[src/rtl/nec_ir_transmitter.sv]
// NEC IR transmitter: 32-bit word -> LSB-first mark/space envelope plus gated carrier; `define NEC_REPEAT_EN adds repeat codes.
// All outputs registered, envelope rises the cycle after an accepted start; start is ignored while busy.
module nec_ir_transmitter #(
  parameter int UNIT_CYCLES  = 28125,
  parameter int CARRIER_DIV  = 1316,
  parameter int CARRIER_HIGH = 438,
  parameter int FRAME_UNITS  = 192
) (
  input  logic        clk,
  input  logic        reset,
  input  logic        start,
  input  logic [31:0] frame_data,
  input  logic        repeat_req,
  output logic        busy,
  output logic        done,
  output logic        ir_envelope,
  output logic        ir_tx
);
  localparam int UW = (UNIT_CYCLES > 1) ? $clog2(UNIT_CYCLES) : 1;
  localparam int CW = (CARRIER_DIV > 1) ? $clog2(CARRIER_DIV) : 1;
  localparam int FW = $clog2(FRAME_UNITS + 1);
  localparam logic [UW-1:0] UNIT_LAST  = UW'(UNIT_CYCLES - 1);
  localparam logic [CW-1:0] CARR_LAST  = CW'(CARRIER_DIV - 1);
  localparam logic [CW-1:0] CARR_HIGH  = CW'(CARRIER_HIGH);
  localparam logic [FW-1:0] FRAME_LAST = FW'(FRAME_UNITS - 1);

  typedef enum logic [3:0] {
    IDLE, LEAD_MARK, LEAD_SPACE, BIT_MARK, BIT_SPACE, STOP_MARK, GAP
`ifdef NEC_REPEAT_EN
    , REP_MARK, REP_SPACE
`endif
  } state_t;

  state_t          state, state_n;
  logic [UW-1:0]   unit_cnt, unit_n;
  logic [4:0]      seg_units, seg_units_n;
  logic [FW-1:0]   frame_units, frame_units_n;
  logic [4:0]      bit_idx, bit_n;
  logic [31:0]     shreg, shreg_n;
  logic [CW-1:0]   carr_cnt, carr_n;
  logic [4:0]      seg_len;
  logic            unit_end, seg_end, frame_end, env_n, done_n;

`ifndef NEC_REPEAT_EN
  logic unused_repeat_req;
  assign unused_repeat_req = repeat_req;
`endif

  function automatic logic is_mark(input state_t s);
    case (s)
      LEAD_MARK, BIT_MARK, STOP_MARK: return 1'b1;
`ifdef NEC_REPEAT_EN
      REP_MARK: return 1'b1;
`endif
      default: return 1'b0;
    endcase
  endfunction

  always_comb begin
    state_n       = state;
    unit_n        = unit_cnt;
    seg_units_n   = seg_units;
    frame_units_n = frame_units;
    bit_n         = bit_idx;
    shreg_n       = shreg;

    case (state)
      LEAD_MARK:  seg_len = 5'd16;
      LEAD_SPACE: seg_len = 5'd8;
      BIT_SPACE:  seg_len = shreg[0] ? 5'd3 : 5'd1;
`ifdef NEC_REPEAT_EN
      REP_MARK:   seg_len = 5'd16;
      REP_SPACE:  seg_len = 5'd4;
`endif
      default:    seg_len = 5'd1;
    endcase

    unit_end  = (unit_cnt == UNIT_LAST);
    seg_end   = unit_end && (seg_units == seg_len - 5'd1);
    // GAP has no fixed length: it stretches until the frame-wide unit count completes.
    frame_end = (state == GAP) && unit_end && (frame_units == FRAME_LAST);

    if (state == IDLE) begin
      if (start) begin
        state_n       = LEAD_MARK;
        shreg_n       = frame_data;
        bit_n         = '0;
        unit_n        = '0;
        seg_units_n   = '0;
        frame_units_n = '0;
      end
    end else if (unit_end) begin
      unit_n        = '0;
      frame_units_n = frame_units + 1'b1;
      seg_units_n   = (state == GAP) ? '0 : seg_units + 1'b1;
      if (frame_end) begin
        frame_units_n = '0;
        state_n       = IDLE;
`ifdef NEC_REPEAT_EN
        if (repeat_req) state_n = REP_MARK;
`endif
      end else if (state != GAP && seg_end) begin
        seg_units_n = '0;
        case (state)
          LEAD_MARK:  state_n = LEAD_SPACE;
          LEAD_SPACE: state_n = BIT_MARK;
          BIT_MARK:   state_n = BIT_SPACE;
          BIT_SPACE: begin
            if (bit_idx == 5'd31) begin
              state_n = STOP_MARK;
            end else begin
              state_n = BIT_MARK;
              bit_n   = bit_idx + 1'b1;
              shreg_n = shreg >> 1;
            end
          end
          STOP_MARK:  state_n = GAP;
`ifdef NEC_REPEAT_EN
          REP_MARK:   state_n = REP_SPACE;
          REP_SPACE:  state_n = STOP_MARK;
`endif
          default:    state_n = IDLE;
        endcase
      end
    end else begin
      unit_n = unit_cnt + 1'b1;
    end

    env_n  = is_mark(state_n);
    done_n = (state_n == GAP) && (unit_n == UNIT_LAST) && (frame_units_n == FRAME_LAST);
    // Restart the carrier on every rising envelope so each mark opens with a high phase.
    if (env_n && !ir_envelope)   carr_n = '0;
    else if (carr_cnt == CARR_LAST) carr_n = '0;
    else                         carr_n = carr_cnt + 1'b1;
  end

  always_ff @(posedge clk) begin
    if (reset) begin
      state       <= IDLE;
      unit_cnt    <= '0;
      seg_units   <= '0;
      frame_units <= '0;
      bit_idx     <= '0;
      shreg       <= '0;
      carr_cnt    <= '0;
      busy        <= 1'b0;
      done        <= 1'b0;
      ir_envelope <= 1'b0;
      ir_tx       <= 1'b0;
    end else begin
      state       <= state_n;
      unit_cnt    <= unit_n;
      seg_units   <= seg_units_n;
      frame_units <= frame_units_n;
      bit_idx     <= bit_n;
      shreg       <= shreg_n;
      carr_cnt    <= carr_n;
      busy        <= (state_n != IDLE);
      done        <= done_n;
      ir_envelope <= env_n;
      ir_tx       <= env_n && (carr_n < CARR_HIGH);
    end
  end
endmodule

[config.mk]
export PLATFORM = sky130hd
export DESIGN_NAME = nec_ir_transmitter
export DESIGN_NICKNAME = d
export VERILOG_FILES = /design/src/rtl/nec_ir_transmitter.sv
export SDC_FILE = /design/constraint.sdc
export NUM_CORES = 1
export LEC_CHECK = 0
export ABC_AREA = 1
export CORE_ASPECT_RATIO = 1.4
export CORE_MARGIN = 4
export CORE_UTILIZATION = 60
export DETAILED_ROUTE_END_ITERATION = 10
export PLACE_DENSITY = 0.87
export REMOVE_ABC_BUFFERS = 1
export SETUP_SLACK_MARGIN = 0.02
export SKIP_LAST_GASP = 1
export SLEW_MARGIN = 20
export SYNTH_ARGS = -nofsm -noshare
export SYNTH_HDL_FRONTEND = slang
export SYNTH_SLANG_ARGS = --single-unit
export TNS_END_PERCENT = 10
[constraint.sdc]
create_clock -name clk -period 6.5 [get_ports clk]
set_clock_uncertainty 0.05 [all_clocks]
set_input_delay 1.3 -clock clk [delete_from_list [all_inputs] [get_ports clk]]
set_output_delay 1.3 -clock clk [all_outputs]
set_load 0.05 [all_outputs]
==> impl_metrics.csv <==
group,metric,value,unit
global_routing,track_usage,24.33,%
floorplanning,die_w,82.04,um
power,comb_power_share,12.9,%
finish,finish.net_count,766,
synth,synth_cell_type_count,34,
drt,routed_via_density,5.465,
drt,dr.pass1.iters,5,
power,ir_worst_vdd,0.1815,mV
setup_path,crit_path_end,"bit_idx[0]",
job,drv_cap,0,
setup_path,path_max_fanout,66,
global_routing,gr-total-overflow,0,
place,place_hpwl,7404,um
sta,rsz0062_at_grt,"no",
drt,drt_wl_total,10290,um
clocking,cts_buffers,9,
hold_path,hold_path_class,"reg2reg",
drt,remaining_drc_errors,0,
floorplanning,die_area,9159,um2
outcome,status,"finished, final reports clean",
power,p_leak,0.002120,uW
synth,netlist_area,4604,um2
setup_path,cp-startpoint,"state[0]",
clocking,ctsHoldBuffers,0,
clocking,cts-root-buf,"clkbuf_8",
place,numPortBuffers,38,
place,postPlaceCellArea,4994,um2
global_routing,grt_pass1_wl,18080,um
finish,area_delta_synth_final,12.09,%
power,p_sw_share,27.23,%
setup_path,required,6.69,ns
synth,synth_cells,695,
synth,synth_area_per_cell,6.625,um2
sta,tns,0,ns
power,p_seq_share,54.6,%
setup_path,ff2ff_setup_slack,2.93,ns
sta,max_slew_margin,40.59,%
sta,slew_violations,0,
drt,drtAntennaViolNets,0,
sta,finalHoldViolations,0,
setup_path,reg2reg_depth,10,
global_routing,grt_max_degree,67,
synth,yosys_warnings,0,
floorplanning,start_util,62.16,%
sta,fin_hold_ws,0.4159,ns
setup_path,r2r_start,"state[0]",
finish,regArea,1682,um2
sta,setup_viol,0,
sta,period_needed,3.574,ns
finish,final_common_cell,"nand2_1",
power,p_clk_share,32.5,%
hold_path,holdPathStages,1,
finish,multi_input_area,2484,um2
sta,worst_pin_slew,0.8857,ns
finish,nFillCells,625,
clocking,tritoncts,"done",
setup_path,reg2reg_to,"bit_idx[0]",
clocking,cts_max_level,3,
floorplanning,std_cell_rows,37,
synth,ys_ff_latch,84,
finish,final_cell_area,5161,um2
floorplanning,ios,40,
floorplanning,fp.dieH,111.7,um
sta,max_freq,279.8,MHz
place,gp_congestion,0.8859,
finish,layout-drive-gt1-share,7.310,%
finish,mostFrequentLayoutCells,"nand2_1, dfxtp_1, inv_1, nor2_1, o21ai_0",
clocking,clk_latency,0.35,ns
setup_path,crit_arrival,3.77,ns
floorplanning,core,7407,um2
setup_path,cp-end-kind,"flip-flop",
sta,timing.final.crit_share,54.99,%
synth,ys_seq_area_share,36.52,%
setup_path,startpoint_type,"flip-flop",
clocking,cts_setup_buffers,0,
global_routing,grt_pass1_vias,4464,
drt,routedWlPerCell,12.52,um
global_routing,antenna_found_initial,0,
power,cell_internal_pwr,732.9,uW
clocking,path_clk_slew,0.08,ns
power,p_per_area,195.1,nW/um2
power,p_switching,274.3,uW
clocking,cts_buffer_depth,2,
setup_path,crit_type,"reg2reg",
finish,antenna_cells,0,
drt,drt_iter0_drc,290,
drt,routed-via-count,4492,
clocking,clock-sinks,84,
clocking,cts_resized,0,
-- cell type report --
class	instances	area share, %
clock buffer	11	2.739
clock inverter	4	0.5091
sequential	84	32.58
tap	97	2.352
timing repair buffer	39	7.515
multi-input combinational	502	48.12
inverter	85	6.182
-- logic make-up after synthesis --
logic type,Yosys count,synth area share [%]
flip-flops,84,36.52
AO/OA/AOI/OAI,127,15.11
XOR/XNOR,13,2.473
buffers and inverters,109,9.538
adder cells (fa/ha/maj),9,2.446
AND/OR/NAND/NOR,353,33.91
-- power by group through the flow --
stage | sequential (uW) | clock (uW) | combinational (uW)
floorplan | 564 | 0 | 75.3
global placement | 561 | 0 | 126
detailed placement | 561 | 0 | 130
CTS | 550 | 336 | 131
global route | 553 | 359 | 147
finish | 550 | 327 | 130
-- critical path: stages, from the launching register on --
cell	delay [ns]
dfxtp_1	0.46
nor2_1	0.11
nand2_2	0.61
inv_2	0.48
nor2_1	0.31
nand2_1	0.13
nor2_4	0.15
nor2_2	0.09
inv_2	0.66
o21ai_0	0.21
o211a_1	0.16
-- how the worst min path moves through the flow --
stage / startpoint / to / slack, ns
floorplan: carr_cnt[0] / carr_cnt[0] / 0.38
CTS: carr_cnt[0] / carr_cnt[0] / 0.42
finish: carr_cnt[0] / carr_cnt[0] / 0.42
global route: shreg[7] / shreg[6] / 0.45
global placement: carr_cnt[0] / carr_cnt[0] / 0.39
detailed placement: carr_cnt[0] / carr_cnt[0] / 0.40
-- synthesized netlist by cell type --
library cell | count | share of area, %
nor2_1 | 62 | 5.1
nand2_1 | 199 | 16
a21oi_1 | 33 | 3.6
nor2_2 | 14 | 1.9
nand3b_2 | 1 | 0.24
nor3_2 | 2 | 0.43
nand2_2 | 6 | 0.82
o31ai_1 | 1 | 0.16
a22oi_1 | 2 | 0.33
buf_2 | 6 | 0.65
clkinv_1 | 3 | 0.24
o211a_1 | 1 | 0.22
o21ai_1 | 10 | 1.1
clkbuf_1 | 14 | 1.1
inv_1 | 76 | 6.2
xnor2_1 | 3 | 0.57
inv_2 | 6 | 0.49
nand3_2 | 4 | 0.87
nand3_1 | 33 | 3.6
buf_6 | 3 | 0.73
nand4_1 | 9 | 1.2
nand3b_1 | 2 | 0.33
dfxtp_1 | 84 | 37
nor2_4 | 4 | 0.98
a31oi_1 | 32 | 4.3
buf_1 | 1 | 0.081
nor4_1 | 2 | 0.27
ha_1 | 9 | 2.4
nor3_1 | 14 | 1.5
o21ai_0 | 44 | 4.8
o22ai_1 | 2 | 0.27
nand4_4 | 1 | 0.46
xor2_1 | 10 | 1.9
o211ai_1 | 2 | 0.33
-- sequential cells by signal (all words and copies together), names as in the netlist --
| name | count |
|---|---|
| shreg | 32 |
| seg_units | 5 |
| frame_units | 8 |
| unit_cnt | 15 |
| ir_envelope | 1 |
| ir_tx | 1 |
| done | 1 |
| carr_cnt | 11 |
| state | 4 |
| bit_idx | 5 |
| busy | 1 |
-- metrics by stage --
step / setup slack, ns / instances / utilization, % / power, uW
after floorplan: 3.527 / 671 / - / 639.4
after global placement: 2.652 / 807 / 67.42 / 686.1
after detailed placement: 2.605 / 807 / 67.42 / 691.5
after CTS: 2.914 / 822 / 69.68 / 1017
after global routing: 2.479 / 822 / 69.68 / 1058
final: 2.926 / 822 / 69.68 / 1007
-- routing by layer --
metal / track usage, % / share of wire (%) / vias up
met1: 25.97 / 42 / 2041
met2: 44.79 / 51 / 126
met4: 9.756 / 2.4 / 0
li1: - / - / 2304
met5: 0 / 0 / -
met3: 5.016 / 4.9 / 21
(Power assumes the default switching activity.)
